[src/rtl/mux_rr_arbiter_if.sv]
// Handshake bundle between N producers, the round-robin arbiter and one consumer.
// The arbiter takes the slave modport; the producer/consumer side takes master.
interface mux_rr_arbiter_if #(
    parameter int N    = 8,
    parameter int W    = 8,
    parameter int SELW = $clog2(N)
);
    logic [N-1:0]    req;
    logic [N*W-1:0]  din;
    logic [N-1:0]    gnt;
    logic [SELW-1:0] sel;
    logic [W-1:0]    dout;
    logic            dout_valid;
    logic            dout_ready;
    logic            busy;

    modport slave (
        input  req, din, dout_ready,
        output gnt, sel, dout, dout_valid, busy
    );

    modport master (
        output req, din, dout_ready,
        input  gnt, sel, dout, dout_valid, busy
    );
endinterface

[src/rtl/mux_rr_arbiter.sv]
// Round-robin arbiter sharing one N-to-1 mux channel; the winner's word is
// captured into an output register and handed downstream by valid/ready.
module mux_rr_arbiter #(
    parameter int N    = 8,
    parameter int W    = 8,
    parameter int SELW = $clog2(N)
) (
    input  logic                 clk,
    input  logic                 reset,
    mux_rr_arbiter_if.slave      bus
);

    typedef enum logic {IDLE, HOLD} state_t;

    state_t          state;
    logic [SELW-1:0] last;
    logic [SELW-1:0] sel_p1;
    logic [W-1:0]    dout_p1;
    logic            vld_p1;
    logic [SELW-1:0] winner;
    logic            load;

    // First requester after the last winner, with exact mod-N wrap.
    function automatic logic [SELW-1:0] pick(input logic [N-1:0] r,
                                             input logic [SELW-1:0] lst);
        logic [SELW-1:0] w;
        logic            found;
        int              idx;
        w     = '0;
        found = 1'b0;
        for (int off = 1; off <= N; off++) begin
            idx = (int'(lst) + off) % N;
            if (!found && r[idx]) begin
                w     = SELW'(idx);
                found = 1'b1;
            end
        end
        return w;
    endfunction

    assign winner = pick(bus.req, last);
    assign load   = (|bus.req) && (state == IDLE || bus.dout_ready);

    always_comb begin
        bus.gnt = '0;
        if (!reset && load)
            bus.gnt[winner] = 1'b1;
    end

    // p0 -> p1: capture the granted word into the output register
    always_ff @(posedge clk) begin
        if (reset) begin
            state   <= IDLE;
            vld_p1  <= 1'b0;
            dout_p1 <= '0;
            sel_p1  <= '0;
            last    <= SELW'(N - 1);
        end else if (load) begin
            state   <= HOLD;
            vld_p1  <= 1'b1;
            dout_p1 <= bus.din[int'(winner) * W +: W];
            sel_p1  <= winner;
            last    <= winner;
        end else if (state == HOLD && bus.dout_ready) begin
            state   <= IDLE;
            vld_p1  <= 1'b0;
        end
    end

    assign bus.dout       = dout_p1;
    assign bus.sel        = sel_p1;
    assign bus.dout_valid = vld_p1;
    assign bus.busy       = (state == HOLD);

endmodule

[src/flat_wrapper.sv]
// flat-port wrapper written by rule: the top's interface ports become plain ports
module mux_rr_arbiter_flat 
#(
    parameter int N    = 8,
    parameter int W    = 8,
    parameter int SELW = $clog2(N)
)
  (clk, reset, bus_req, bus_din, bus_dout_ready, bus_gnt, bus_sel, bus_dout, bus_dout_valid, bus_busy);
  mux_rr_arbiter_if #(.N(N), .W(W), .SELW(SELW)) bus_i ();
  input  logic clk;
  input  logic reset;
  input wire logic [$bits(bus_i.req)-1:0] bus_req;
  input wire logic [$bits(bus_i.din)-1:0] bus_din;
  input wire logic [$bits(bus_i.dout_ready)-1:0] bus_dout_ready;
  output wire logic [$bits(bus_i.gnt)-1:0] bus_gnt;
  output wire logic [$bits(bus_i.sel)-1:0] bus_sel;
  output wire logic [$bits(bus_i.dout)-1:0] bus_dout;
  output wire logic [$bits(bus_i.dout_valid)-1:0] bus_dout_valid;
  output wire logic [$bits(bus_i.busy)-1:0] bus_busy;
  assign bus_i.req = bus_req;
  assign bus_i.din = bus_din;
  assign bus_i.dout_ready = bus_dout_ready;
  assign bus_gnt = bus_i.gnt;
  assign bus_sel = bus_i.sel;
  assign bus_dout = bus_i.dout;
  assign bus_dout_valid = bus_i.dout_valid;
  assign bus_busy = bus_i.busy;
  mux_rr_arbiter #(.N(N), .W(W), .SELW(SELW)) u_core (.clk(clk), .reset(reset), .bus(bus_i));
endmodule
[config.mk]
export PLATFORM = sky130hd
export DESIGN_NAME = mux_rr_arbiter_flat
export DESIGN_NICKNAME = d
export VERILOG_FILES = /design/src/rtl/mux_rr_arbiter_if.sv /design/src/rtl/mux_rr_arbiter.sv /design/src/flat_wrapper.sv
export SDC_FILE = /design/constraint.sdc
export NUM_CORES = 1
export LEC_CHECK = 0
export ABC_AREA = 1
export CELL_PAD_IN_SITES_DETAIL_PLACEMENT = 1
export CELL_PAD_IN_SITES_GLOBAL_PLACEMENT = 1
export CORE_ASPECT_RATIO = 0.9
export CORE_MARGIN = 4
export CORE_UTILIZATION = 24
export DETAILED_ROUTE_END_ITERATION = 10
export GPL_ROUTABILITY_DRIVEN = 1
export PLACE_DENSITY = 0.81
export SLEW_MARGIN = 20
export SYNTH_ARGS = -nofsm -noshare
export SYNTH_HDL_FRONTEND = slang
export SYNTH_SLANG_ARGS = --single-unit
export TNS_END_PERCENT = 10
[constraint.sdc]
create_clock -name clk -period 3.05 [get_ports clk]
set_input_delay 0.61 -clock clk [delete_from_list [all_inputs] [get_ports clk]]
set_output_delay 0.61 -clock clk [all_outputs]
set_load 0.05 [all_outputs]
-- Word-level counts from Yosys, hierarchy flattened
Index checks and enable logic that the tools add are counted.
- logic and storage cells: 106
- input port bits: 75
- output and inout port bits: 21
- register bits: 15
- multiplexer cells: 44
- shift-type cells: 1
- bitwise logic cells: 9
- reductions and logical operators: 30
- magnitude comparators: 10
- $add $sub $neg: 8
- operators by type and width (kind ; number):
    indexed part select 64 x 7 -> 8 bit ; 1
    < comparator 4 x 5 -> 1 bit (second input constant) ; 8
    two-way mux 1 bit ; 26
    binary-select mux 1 bit (select 3 bit) ; 8
    two-way mux 3 bit ; 8
    OR reduction 3 bit ; 8
    adder 3 bit (second input constant) ; 4
    logical AND 1 bit ; 11
    AND 1 bit (first input constant) ; 8
    logical NOT 1 bit ; 8
    two-way mux 8 bit ; 1
    OR reduction 8 bit ; 1
    adder 3 x 1 -> 3 bit (second input constant) ; 2
    adder 3 x 2 -> 3 bit (second input constant) ; 2
    < comparator 3 x 4 -> 1 bit (second input constant) ; 1
    demux 1 bit (select 3 bit) ; 1
    >= comparator 3 x 1 -> 1 bit (second input constant) ; 1
    nonzero test 2 bit ; 1
    logical OR 1 bit ; 1
    inverter 1 bit ; 1

-- Logic depth before layout (Yosys ltp)
Gate-level depths: netlist of run 1.
- depth after elaboration: 33
- mapped depth: 22
- gate-level depth less buffers: 21

-- Worst setup path before layout of run 1
No wires, ideal clock.
- path kind: register -> output
- start: register u_core.last[1]
- end: output bus_gnt[1]
- setup slack: -0.564 ns
- buffers on the path: 2
- stages on the path, launching flop included: 16
- arrival: 3.004 ns
- cells stage by stage: dfxtp_1 -> buf_4 -> clkinv_2 -> ha_1 -> inv_2 -> nand3_1 -> nand3_2 -> nand2_4 -> nor2_8 -> nand4_4 -> nor2_4 -> nand3_2 -> nand3_4 -> buf_2 -> nand4_1 -> nor2_1
- cells in the longest elaborated chain, start to end: 31
- RTL lines (what ; RTL line ; RTL):
    from (decl) ; mux_rr_arbiter.sv:16 ; logic [SELW-1:0] last;
    from (signal assigned) ; mux_rr_arbiter.sv:57 ; last <= SELW'(N - 1);
    from (signal assigned) ; mux_rr_arbiter.sv:63 ; last <= winner;
    adder 3 x 1 -> 3 bit ; mux_rr_arbiter.sv:32 ; idx = (int'(lst) + off) % N;
    binary-select mux 1 bit (select 3 bit) ; mux_rr_arbiter.sv:33 ; if (!found && r[idx]) begin
    two-way mux 1 bit (not written as such) (2 in a row) ; mux_rr_arbiter.sv:33 ;
    two-way mux 1 bit ; mux_rr_arbiter.sv:33 ;
    logical NOT 1 bit ; mux_rr_arbiter.sv:33 ;
    logical AND 1 bit ; mux_rr_arbiter.sv:33 ;
    two-way mux 1 bit ; mux_rr_arbiter.sv:33 ;
    logical NOT 1 bit ; mux_rr_arbiter.sv:33 ;
    [... 14 more ...] ; - ;
    logical NOT 1 bit ; mux_rr_arbiter.sv:33 ;
    logical AND 1 bit ; mux_rr_arbiter.sv:33 ;
    two-way mux 3 bit (*) ; mux_rr_arbiter.sv:33 ;
    < comparator 3 x 4 -> 1 bit (not written as such) / >= comparator 3 x 1 -> 1 bit (equally long branches) ; mux_rr_arbiter.sv:47 ; bus.gnt[winner] = 1'b1;
    logical AND 1 bit (not written as such) ; mux_rr_arbiter.sv:47 ;
    two-way mux 1 bit (not written as such) ; mux_rr_arbiter.sv:47 ;
    demux 1 bit (select 3 bit) (*) ; - ;
    two-way mux 8 bit (*) ; mux_rr_arbiter.sv:46 ; if (!reset && load)
    to (decl) ; flat_wrapper.sv:15 ; output wire logic [$bits(bus_i.gnt)-1:0] bus_gnt;
Mark *: on every way between the ends. The rest lies on a longest branch, timed or not. The select of a mux whose other input is x is not followed.

-- Worst setup path in the final report of run 1
- start: register u_core.last[1]
- end: output bus_gnt[4]
The elaborated chain is that of the path after synthesis.

==> results of run 1 <==
[cell usage after synthesis, types with 2 or more instances]
cell	instances	share of area
nand2_1	165	0.30
nand3_1	69	0.17
nor2_1	31	0.056
dfxtp_1	15	0.14
inv_1	15	0.027
o21ai_0	10	0.024
a21oi_1	9	0.022
buf_4	8	0.029
inv_2	7	0.013
nand3_2	5	0.024
buf_6	4	0.022
nand4_1	4	0.012
nor2_2	4	0.012
nor2_4	4	0.022
clkbuf_1	3	0.0054
ha_1	2	0.012
nand2_4	2	0.011
nor4_1	2	0.0060
o211ai_1	2	0.0072
o21bai_1	2	0.0072
[final timing paths]
| kind | slack [ns] | depth (start not counted) | end | startpoint |
|---|---|---|---|---|
| worst min register to register | 0.48 | 2 | u_core.bus.sel[2] | u_core.bus.sel[2] |
| worst max-delay path | -0.27 | 16 | bus_gnt[4] | u_core.last[1] |
| worst max register to register | 0.24 | 18 | u_core.bus.dout[7] | u_core.last[1] |
| worst min-delay path | 0.48 | 2 | u_core.bus.sel[2] | u_core.bus.sel[2] |
[repair_timing]
action	4_1_cts	5_1_grt
buffers inserted	8	0
gates cloned	0	0
endpoints found under the setup margin	8	8
resized for setup	67	7
pin swaps	26	6
[logic make-up (layout without fill, tap and decap cells)]
| family | Yosys count | count (layout) | share of synthesized area |
|---|---|---|---|
| XOR/XNOR | 3 | 3 | 0.0252 |
| AO/OA/AOI/OAI | 24 | 24 | 0.0629 |
| adder cells (fa/ha/maj) | 2 | 2 | 0.0120 |
| AND/OR/NAND/NOR | 293 | 293 | 0.654 |
| flip-flops | 15 | 15 | 0.144 |
| buffers and inverters | 40 | 157 | 0.102 |
[critical path, delay by kind of cell, from the launching register on]
kind / cells / cell delay (ns)
DFF: 1 / 0.39
adders and majority gates: 1 / 0.30
and+or+nand+nor: 10 / 1.17
buffers and inverters: 5 / 0.58
[registers in the layout, summed over array words and instances (netlist names)]
name and cells:
u_core.bus.sel 3, u_core.bus.busy 1, u_core.last 3, u_core.bus.dout 8
[layer usage]
layer | up-vias | global-route usage | share of wire
li1 | 1456 | - | -
met5 | - | 0 | 0
met4 | 0 | 0.0647 | 0.036
met1 | 1426 | 0.240 | 0.41
met2 | 108 | 0.364 | 0.50
met3 | 35 | 0.0213 | 0.053
[through the flow]
step	area [um2]	setup TNS [ns]	worst slack (ns)	util	instances
final	3770	-1.97	-0.269	0.456	609
after floorplan	2180	-1.30	-0.205	-	377
after global routing	3770	-2.98	-0.417	0.456	609
after detailed placement	3420	-4.36	-0.444	0.414	598
after global placement	3420	-2.26	-0.295	0.414	598
after CTS	3740	-0.842	-0.129	0.453	609
[layout make-up]
cell class / instances / share of cell area
flip-flops and latches: 15 / 0.0817
well taps: 115 / 0.0382
repair buffers: 129 / 0.340
inverters: 24 / 0.0289
clock buffers: 4 / 0.0120
multi-input cells: 322 / 0.499
==> results.md, run 1 <==
- Die area: 10300 um2
- Final GP Congestion: 0.849
- Crit end category: output pin
- Slew Limit Fails: 0
- CTS H-tree lvls: 1
- Worst-path clk slew: 0.07 ns
- Drt drc: 0
- Final Worst Setup Slack: -0.269 ns
- Kind of critical path: reg2out
- Filler instances: 1078
- DPL Wire Length: 7430 um
- Ant diodes: 0
- Leading cell type in the layout, fill and taps excluded: nand2_1
- Vias in the first global route: 3177
- Worst-Margin Slew: 0.686 ns
- Final setup fails: 8
- Num CTS Buffers: 3
- Chip height: 96.5 um
- TritonCTS clock tree: yes
- Syn Nets: 454
- Routed WL: 10400 um
- Die X: 106 um
- Register area: 308 um2
- Hold Buf Count CTS: 0
- DRT Pass-1 Iters: 4
- Synth Flop Type: dfxtp_1
- CP Cell Sequence: clkinv_4 > ha_4 > inv_8 > nand3_4 > nand2_1 > nand2_1 > nand2_2 > nand4_4 > nor2_4 > nand4_1 > buf_4 > nand4_4 > nor2_4 > inv_2 > nor2_4 > buf_12
- Slowest CP cell: dfxtp_4
- Antenna Nets Post-Route: 0
- Synth async-reset ratio: 0
- Avg Cell Area, Syn: 5.54 um2
- Yosys reg bits: 15
- Number of I/O port buffers: 95
- Fmax: 301 MHz
- Most frequent cells in the layout: nand2_1, clkdlybuf4s50_1, nand3_1
- Cell count after synthesis: 377
- Failing checks: negative setup slack
- Post-Syn Area: 2090 um2
- DR WL/cell: 17.0 um
- Slew HR: 0.543
- Pin count of the biggest net entering global routing: 34
- Total number of vias: 3025
- Final Hold Viols: 0
- Nets: 572
- Grt total ovfl: 0
- Crit path launch type: flop
- CP Data Required Time: 2.44 ns
- Crit-path max cell delay: 0.39 ns
- Sequential share of the synthesized area: 0.144
- Status: finished, violations left
- Initial antenna violation count: 0
- Area occupied by multi-input gates: 1880 um2
- Tcrit/Tclk final: 1.09
- Vias per cell: 4.97
- Critical-path maximum fanout: 6
- RSZ-0062 raised after global routing: true
- First-pass GRT wire length: 16100 um
- Min cycle time layout: 3.32 ns
- Worst skew pair latency: 0.25 ns
- Arrival @ worst endpoint: 2.71 ns
- Most Frequent Cell on Critical Path: nor2_4
- Core Box Area: 8260 um2
- Ratio of cells with drive above 1 in the final layout: 0.267
- Max-cap violations: 0
- Worst clock skew: 0.00220 ns
- Initial Util: 0.253
- Gr usage total: 0.197
- I/O pin count: 96
- CTS root buf: clkbuf_8
- WHS: 0.476 ns
- Post-synth EDFFs: 0
- Max clock buf depth: 2
- Clock sink total: 15
- Synth cell types: 34
- Tightest Hold Check Type: reg2reg
- DRT iter0 DRCs: 119
- Layout area overhead: 80.5%
- Num rows: 31
- Syn. warnings: 0
Power of run 1 is not shown: default switching activity piles up to over one toggle a cycle in this logic, so the estimate is an artifact.
==> run 2, diff against run 1 <==
--- a/config.mk
+++ b/config.mk
@@ -5,15 +5,14 @@
 export SDC_FILE = /design/constraint.sdc
 export NUM_CORES = 1
 export LEC_CHECK = 0
-export ABC_AREA = 1
 export CELL_PAD_IN_SITES_DETAIL_PLACEMENT = 1
 export CELL_PAD_IN_SITES_GLOBAL_PLACEMENT = 1
 export CORE_ASPECT_RATIO = 0.9
 export CORE_MARGIN = 4
-export CORE_UTILIZATION = 24
+export CORE_UTILIZATION = 29
 export DETAILED_ROUTE_END_ITERATION = 10
 export GPL_ROUTABILITY_DRIVEN = 1
-export PLACE_DENSITY = 0.81
+export PLACE_DENSITY = 0.82
 export SLEW_MARGIN = 20
 export SYNTH_ARGS = -nofsm -noshare
 export SYNTH_HDL_FRONTEND = slang
==> run 2 against run 1 <==
The flow still finishes with violations (negative setup slack). Flip-flop and latch count stayed put. Clock skew decreased by 0.0014 ns. Critical path depth fell by 5. Setup slack worse by 0.68 ns. Highest routed layer unchanged. Global-route usage rose by 3.4 points.
==> results.md, run 2 <==
- Sequential share of the synthesized area: 0.125
- Share of the synthesized area in the top cell type: 0.141
- Gr usage total: 0.231
- DRT Pass-1 Iters: 4
- Ant diodes: 0
- Final Worst Setup Slack: -0.954 ns
- Chip height: 94.3 um
- CP bufs+invs: 3
- Worst skew pair latency: 0.25 ns
- Drt drc: 0
- Crit-path max cell delay: 0.55 ns
- Max clock buf depth: 2
- Final Hold Viols: 0
- Synth async-reset ratio: 0
- Slowest CP cell: mux4_2
- Hold Buf Count CTS: 0
- CTS H-tree lvls: 1
- Tightest Hold Check Type: reg2reg
- Routed WL: 12500 um
- Ranking of synthesized cells by area: mux4_2, dfxtp_1, mux2i_1
- CTS root buf: clkbuf_8
- Total number of vias: 3049
- Tcrit/Tclk final: 1.31
- Arrival @ worst endpoint: 3.39 ns
- Crit end category: output pin
- Post-Syn Area: 2400 um2
- Pin count of the biggest net entering global routing: 20
- Num CTS Buffers: 3
- Antenna Nets Post-Route: 0
- Synth Flop Type: dfxtp_1
- Core Box Area: 8070 um2
- Critical-path maximum fanout: 9
- Synth cell types: 55
- Syn. warnings: 0
- CP delay by family, top: simple AND/OR/NAND/NOR gates
- Initial Util: 0.297
- Min cycle time layout: 4.00 ns
- CP Cell Sequence: dlygate4sd2_1 > mux4_2 > or3_4 > a211oi_4 > buf_4 > o21ai_0 > nand2_1 > o21a_4 > nand2_4 > nor2_4 > buf_12
- R2r setup slk: -0.86 ns
- Fmax: 250 MHz
- Area occupied by multi-input gates: 2190 um2
- DR WL/cell: 24.1 um
- TritonCTS clock tree: yes
- Final GP Congestion: 0.859
- Setup WS pre-CTS: -1.43 ns
- Post-synth EDFFs: 0
- Slew HR: 0.402
- Grt total ovfl: 0
- Max-cap violations: 0
- Die X: 104 um
- Final setup fails: 21
- Syn Nets: 346
- Status: finished, violations left
- Nets: 498
- First-pass GRT wire length: 18000 um
- Number of flip-flops under the largest register name: 8
- Yosys reg bits: 15
- Avg Cell Area, Syn: 8.92 um2
- RSZ-0062 raised after global routing: true
- Most numerous cell in the Yosys netlist: mux2i_1
- Number of I/O port buffers: 95
- Slew Limit Fails: 0
- Filler instances: 897
- Failing checks: negative setup slack
- Crit path launch type: primary input
- Worst clock skew: 0.000759 ns
- Num rows: 31
- I/O pin count: 96
- Vias in the first global route: 3286
- Clock sink total: 15
- Die area: 9800 um2
- Cell count after synthesis: 269
- Area leader, netlist: mux4_2
- Vias per cell: 5.87
- DRT iter0 DRCs: 193
- CP Data Required Time: 2.44 ns
- Worst-path clk slew: 0.06 ns
- Ratio of cells with drive above 1 in the final layout: 0.417
- Kind of critical path: in2out
- Register area: 305 um2
- Synth top cells by count: mux2i_1, nor2_1, clkbuf_1, mux2_2
- DPL Wire Length: 8590 um
- Leading cell type in the layout, fill and taps excluded: clkdlybuf4s50_1
- Most frequent cells in the layout: clkdlybuf4s50_1, buf_4, mux2i_1
- Layout area overhead: 81.3%
- Worst-Margin Slew: 0.895 ns
- Initial antenna violation count: 0
## run 2: cell types whose count changed after synthesis, sizes merged, moves of 14 or more
cell | previous run | this run
mux2 | 0 | 25
mux4 | 0 | 15
nand2 | 168 | 12
inv | 22 | 4
a2111oi | 0 | 14
nand3 | 75 | 4
mux2i | 0 | 30
## run 2: what timing repair did
| item | in CTS | in global routing |
|---|---|---|
| resized for setup | 45 | 16 |
| buffers inserted | 12 | 3 |
| cloned | 0 | 0 |
| pin swaps | 16 | 7 |
| endpoints found under the setup margin | 22 | 22 |
## run 2: final timing paths
path                     startpoint                  to  cells after the start
setup reg to reg     u_core.last[0]  u_core.bus.dout[4]                     15
setup / recovery         bus_req[7]          bus_gnt[2]                     11
hold reg to reg   u_core.bus.sel[2]   u_core.bus.sel[2]                      2
hold / removal    u_core.bus.sel[2]   u_core.bus.sel[2]                      2
## run 2: cell type report
cell class,count,share of cell area
sequential,15,0.0702
multi-input combinational,223,0.504
inverter,4,0.00431
clock buffer,4,0.0104
tap,99,0.0285
timing repair buffer,174,0.383
## run 2: tightest hold or removal path, stage by stage, from the launching register on
cell	delay (ns)
dfxtp_1	0.31
nor2_1	0.10
nor3_1	0.05
## run 2: per-stage QoR
step                      hold slack, ns  utilization  area [um2]  setup TNS [ns]  cells
after global routing               0.543        0.539        4350          -15.88    519
final                              0.496        0.539        4350          -14.51    519
after detailed placement           0.490        0.498        4020          -20.99    500
after CTS                          0.505        0.528        4260           -9.55    516
after global placement             0.477        0.498        4020          -18.62    500
after floorplan                    0.687            -        2550          -10.31    269
## run 2: logic make-up after synthesis
kind of cell               after synthesis  share of synthesized area
AOI/OAI and AO/OA                       69                      0.218
xor gates and xnor gates                 4                     0.0146
adders and majority gates                2                     0.0104
buffers and inverters                   31                     0.0678
DFF                                     15                      0.125
muxes                                   70                      0.394
and+or+nand+nor                         78                      0.170
## run 2: layer usage
metal,up-vias,part of all wire,track usage
met1,1503,0.40,0.265
met5,-,0,0
met3,34,0.051,0.0440
met2,143,0.52,0.428
li1,1369,-,-
met4,0,0.028,0.0864
Power of run 2 is left out for the same reason.
==> run 3, diff against run 2 <==
--- a/config.mk
+++ b/config.mk
@@ -12,6 +12,7 @@
 export CORE_UTILIZATION = 29
 export DETAILED_ROUTE_END_ITERATION = 10
 export GPL_ROUTABILITY_DRIVEN = 1
+export MAX_ROUTING_LAYER = met4
 export PLACE_DENSITY = 0.82
 export SLEW_MARGIN = 20
 export SYNTH_ARGS = -nofsm -noshare
==> run 3 against run 2 <==
The run still ends with negative setup slack left. Flip-flop and latch count stayed put. Clock skew is 0.0028 ns higher. Count of clock-buffer cells in the layout stayed put. Setup slack better by 0.044 ns. Global-route usage is 1.1 points lower. Routed wire length is 1.3% lower. Via count is 2.1% lower. Critical path depth stayed put. Maximum frequency is 1.1% higher. Non-clock buffer count is 3 lower. Cell area is 0.95% lower. Final cell count is 0.58% lower. Critical path type is now reg2out. Critical endpoint is now bus_gnt[5].
==> results.md, run 3 (synthesis results as in run 2) <==
- Status: finished, violations left
- GR peak layer: met2
- Setup WS pre-CTS: -1.51 ns
- Leading cell type in the layout, fill and taps excluded: clkdlybuf4s50_1
- Gr usage total: 0.220
- DR WL/cell: 24.0 um
- Vias in the first global route: 3141
- Worst clock skew: 0.00361 ns
- Final GP Congestion: 0.942
- Final Util: 0.534
- Initial Util: 0.297
- CTS root buf: clkbuf_8
- CTS H-tree lvls: 1
- WHS: 0.504 ns
- Number of I/O port buffers: 95
- Num CTS Buffers: 3
- Pin count of the biggest net entering global routing: 20
- Final setup fails: 19
- Clock sink total: 15
- First-pass GRT wire length: 16800 um
- Fmax: 252 MHz
- Critical-path maximum fanout: 7
- Chip height: 94.3 um
- R2r setup slk: -0.81 ns
- Crit-path max cell delay: 0.56 ns
- Final Worst Setup Slack: -0.911 ns
- Most frequent cells in the layout: clkdlybuf4s50_1, buf_4, mux2i_1
- Drt drc: 0
- Tightest Hold Check Type: reg2reg
- Max-cap violations: 0
- Ratio of cells with drive above 1 in the final layout: 0.408
- Die X: 104 um
- Ant diodes: 0
- Crit path launch type: flop
- Arrival @ worst endpoint: 3.35 ns
- CP Cell Sequence: clkinvlp_4 > ha_4 > mux2_4 > mux4_2 > buf_6 > a221o_1 > a32oi_2 > buf_6 > nand2_4 > nor2_4 > buf_12
- Hold Buf Count CTS: 0
- DPL Wire Length: 8550 um
- Kind of critical path: reg2out
- Slew Limit Fails: 0
- Final Hold Viols: 0
- Core Box Area: 8070 um2
- Max clock buf depth: 2
- Nets: 495
- Failing checks: negative setup slack
- Slew HR: 0.318
- Slowest CP cell: mux4_2
- Fin cells: 516
- I/O pin count: 96
- Num rows: 31
- Tcrit/Tclk final: 1.30
- Number of flip-flops under the largest register name: 8
- DRT iter0 DRCs: 160
- Grt total ovfl: 0
- CP Data Required Time: 2.44 ns
- Worst-Margin Slew: 1.02 ns
- Worst-path clk slew: 0.06 ns
- Crit end category: output pin
- Met1 GRT Util: 0.266
- Met3 Usage GRT: 0.0275
- Vias per cell: 5.78
- TritonCTS clock tree: yes
- RSZ-0062 raised after global routing: true
- Die area: 9800 um2
- Total number of vias: 2984
- Most Frequent Cell on Critical Path: buf_6
- Grt met2 use: 0.389
- Initial antenna violation count: 0
- DRT Pass-1 Iters: 4
- Layout area overhead: 79.6%
- Dpl cells: 502
- Routed WL: 12400 um
- Antenna Nets Post-Route: 0
- Worst skew pair latency: 0.25 ns
- Min cycle time layout: 3.96 ns
[run 3: cell types whose count changed in the layout (fill, tap and decap cells not counted), moves of 2 or more]
cell | before | now
a2111oi_2 | 5 | 7
nand2_2 | 0 | 3
a2111oi_1 | 8 | 5
nand2_4 | 5 | 2
buf_6 | 8 | 4
clkdlybuf4s15_2 | 4 | 0
dlygate4sd2_1 | 4 | 8
[run 3: final cells by class]
| class | count | area, um2 |
|---|---|---|
| tap | 99 | 124 |
| fill | 913 | 3760 |
| inverter | 4 | 18.8 |
| multi-input combinational | 223 | 2190 |
| sequential | 15 | 305 |
| timing repair buffer | 171 | 1630 |
| clock buffer | 4 | 45.0 |
[run 3: layer usage]
layer | routed length (um) | up-vias
li1 | - | 1365
met1 | 5080 | 1470
met2 | 6280 | 113
met3 | 605 | 36
met4 | 398 | 0
met5 | 0 | -
[run 3: worst max-delay path: cells and delay by family (launching register included)]
kind | cells | cell delay [ns]
fa+ha+maj | 1 | 0.35
buf+inv | 4 | 0.62
simple gates | 2 | 0.20
compound gates | 2 | 0.66
flops | 1 | 0.37
mux | 2 | 0.88
[run 3: stage by stage]
stage / TNS [ns] / instance area [um2]
after global placement: -18.54 / 4040
final: -13.25 / 4310
after detailed placement: -21.76 / 4040
after global routing: -15.10 / 4310
after floorplan: -10.31 / 2550
after CTS: -11.38 / 4150
[run 3: repair_timing]
item	CTS	global route
gates resized for setup	22	26
endpoints found under the setup margin	22	22
pin swaps	7	9
buffers inserted	4	6
[run 3: path summary, 6_finish.rpt]
check / endpoint / depth (start not counted) / startpoint
setup / recovery: bus_gnt[5] / 11 / u_core.last[0]
hold / removal: u_core.bus.sel[2] / 2 / u_core.bus.sel[2]
setup reg to reg: u_core.bus.dout[5] / 13 / u_core.last[0]
hold reg to reg: u_core.bus.sel[2] / 2 / u_core.bus.sel[2]
Power of run 3 is left out for the same reason.
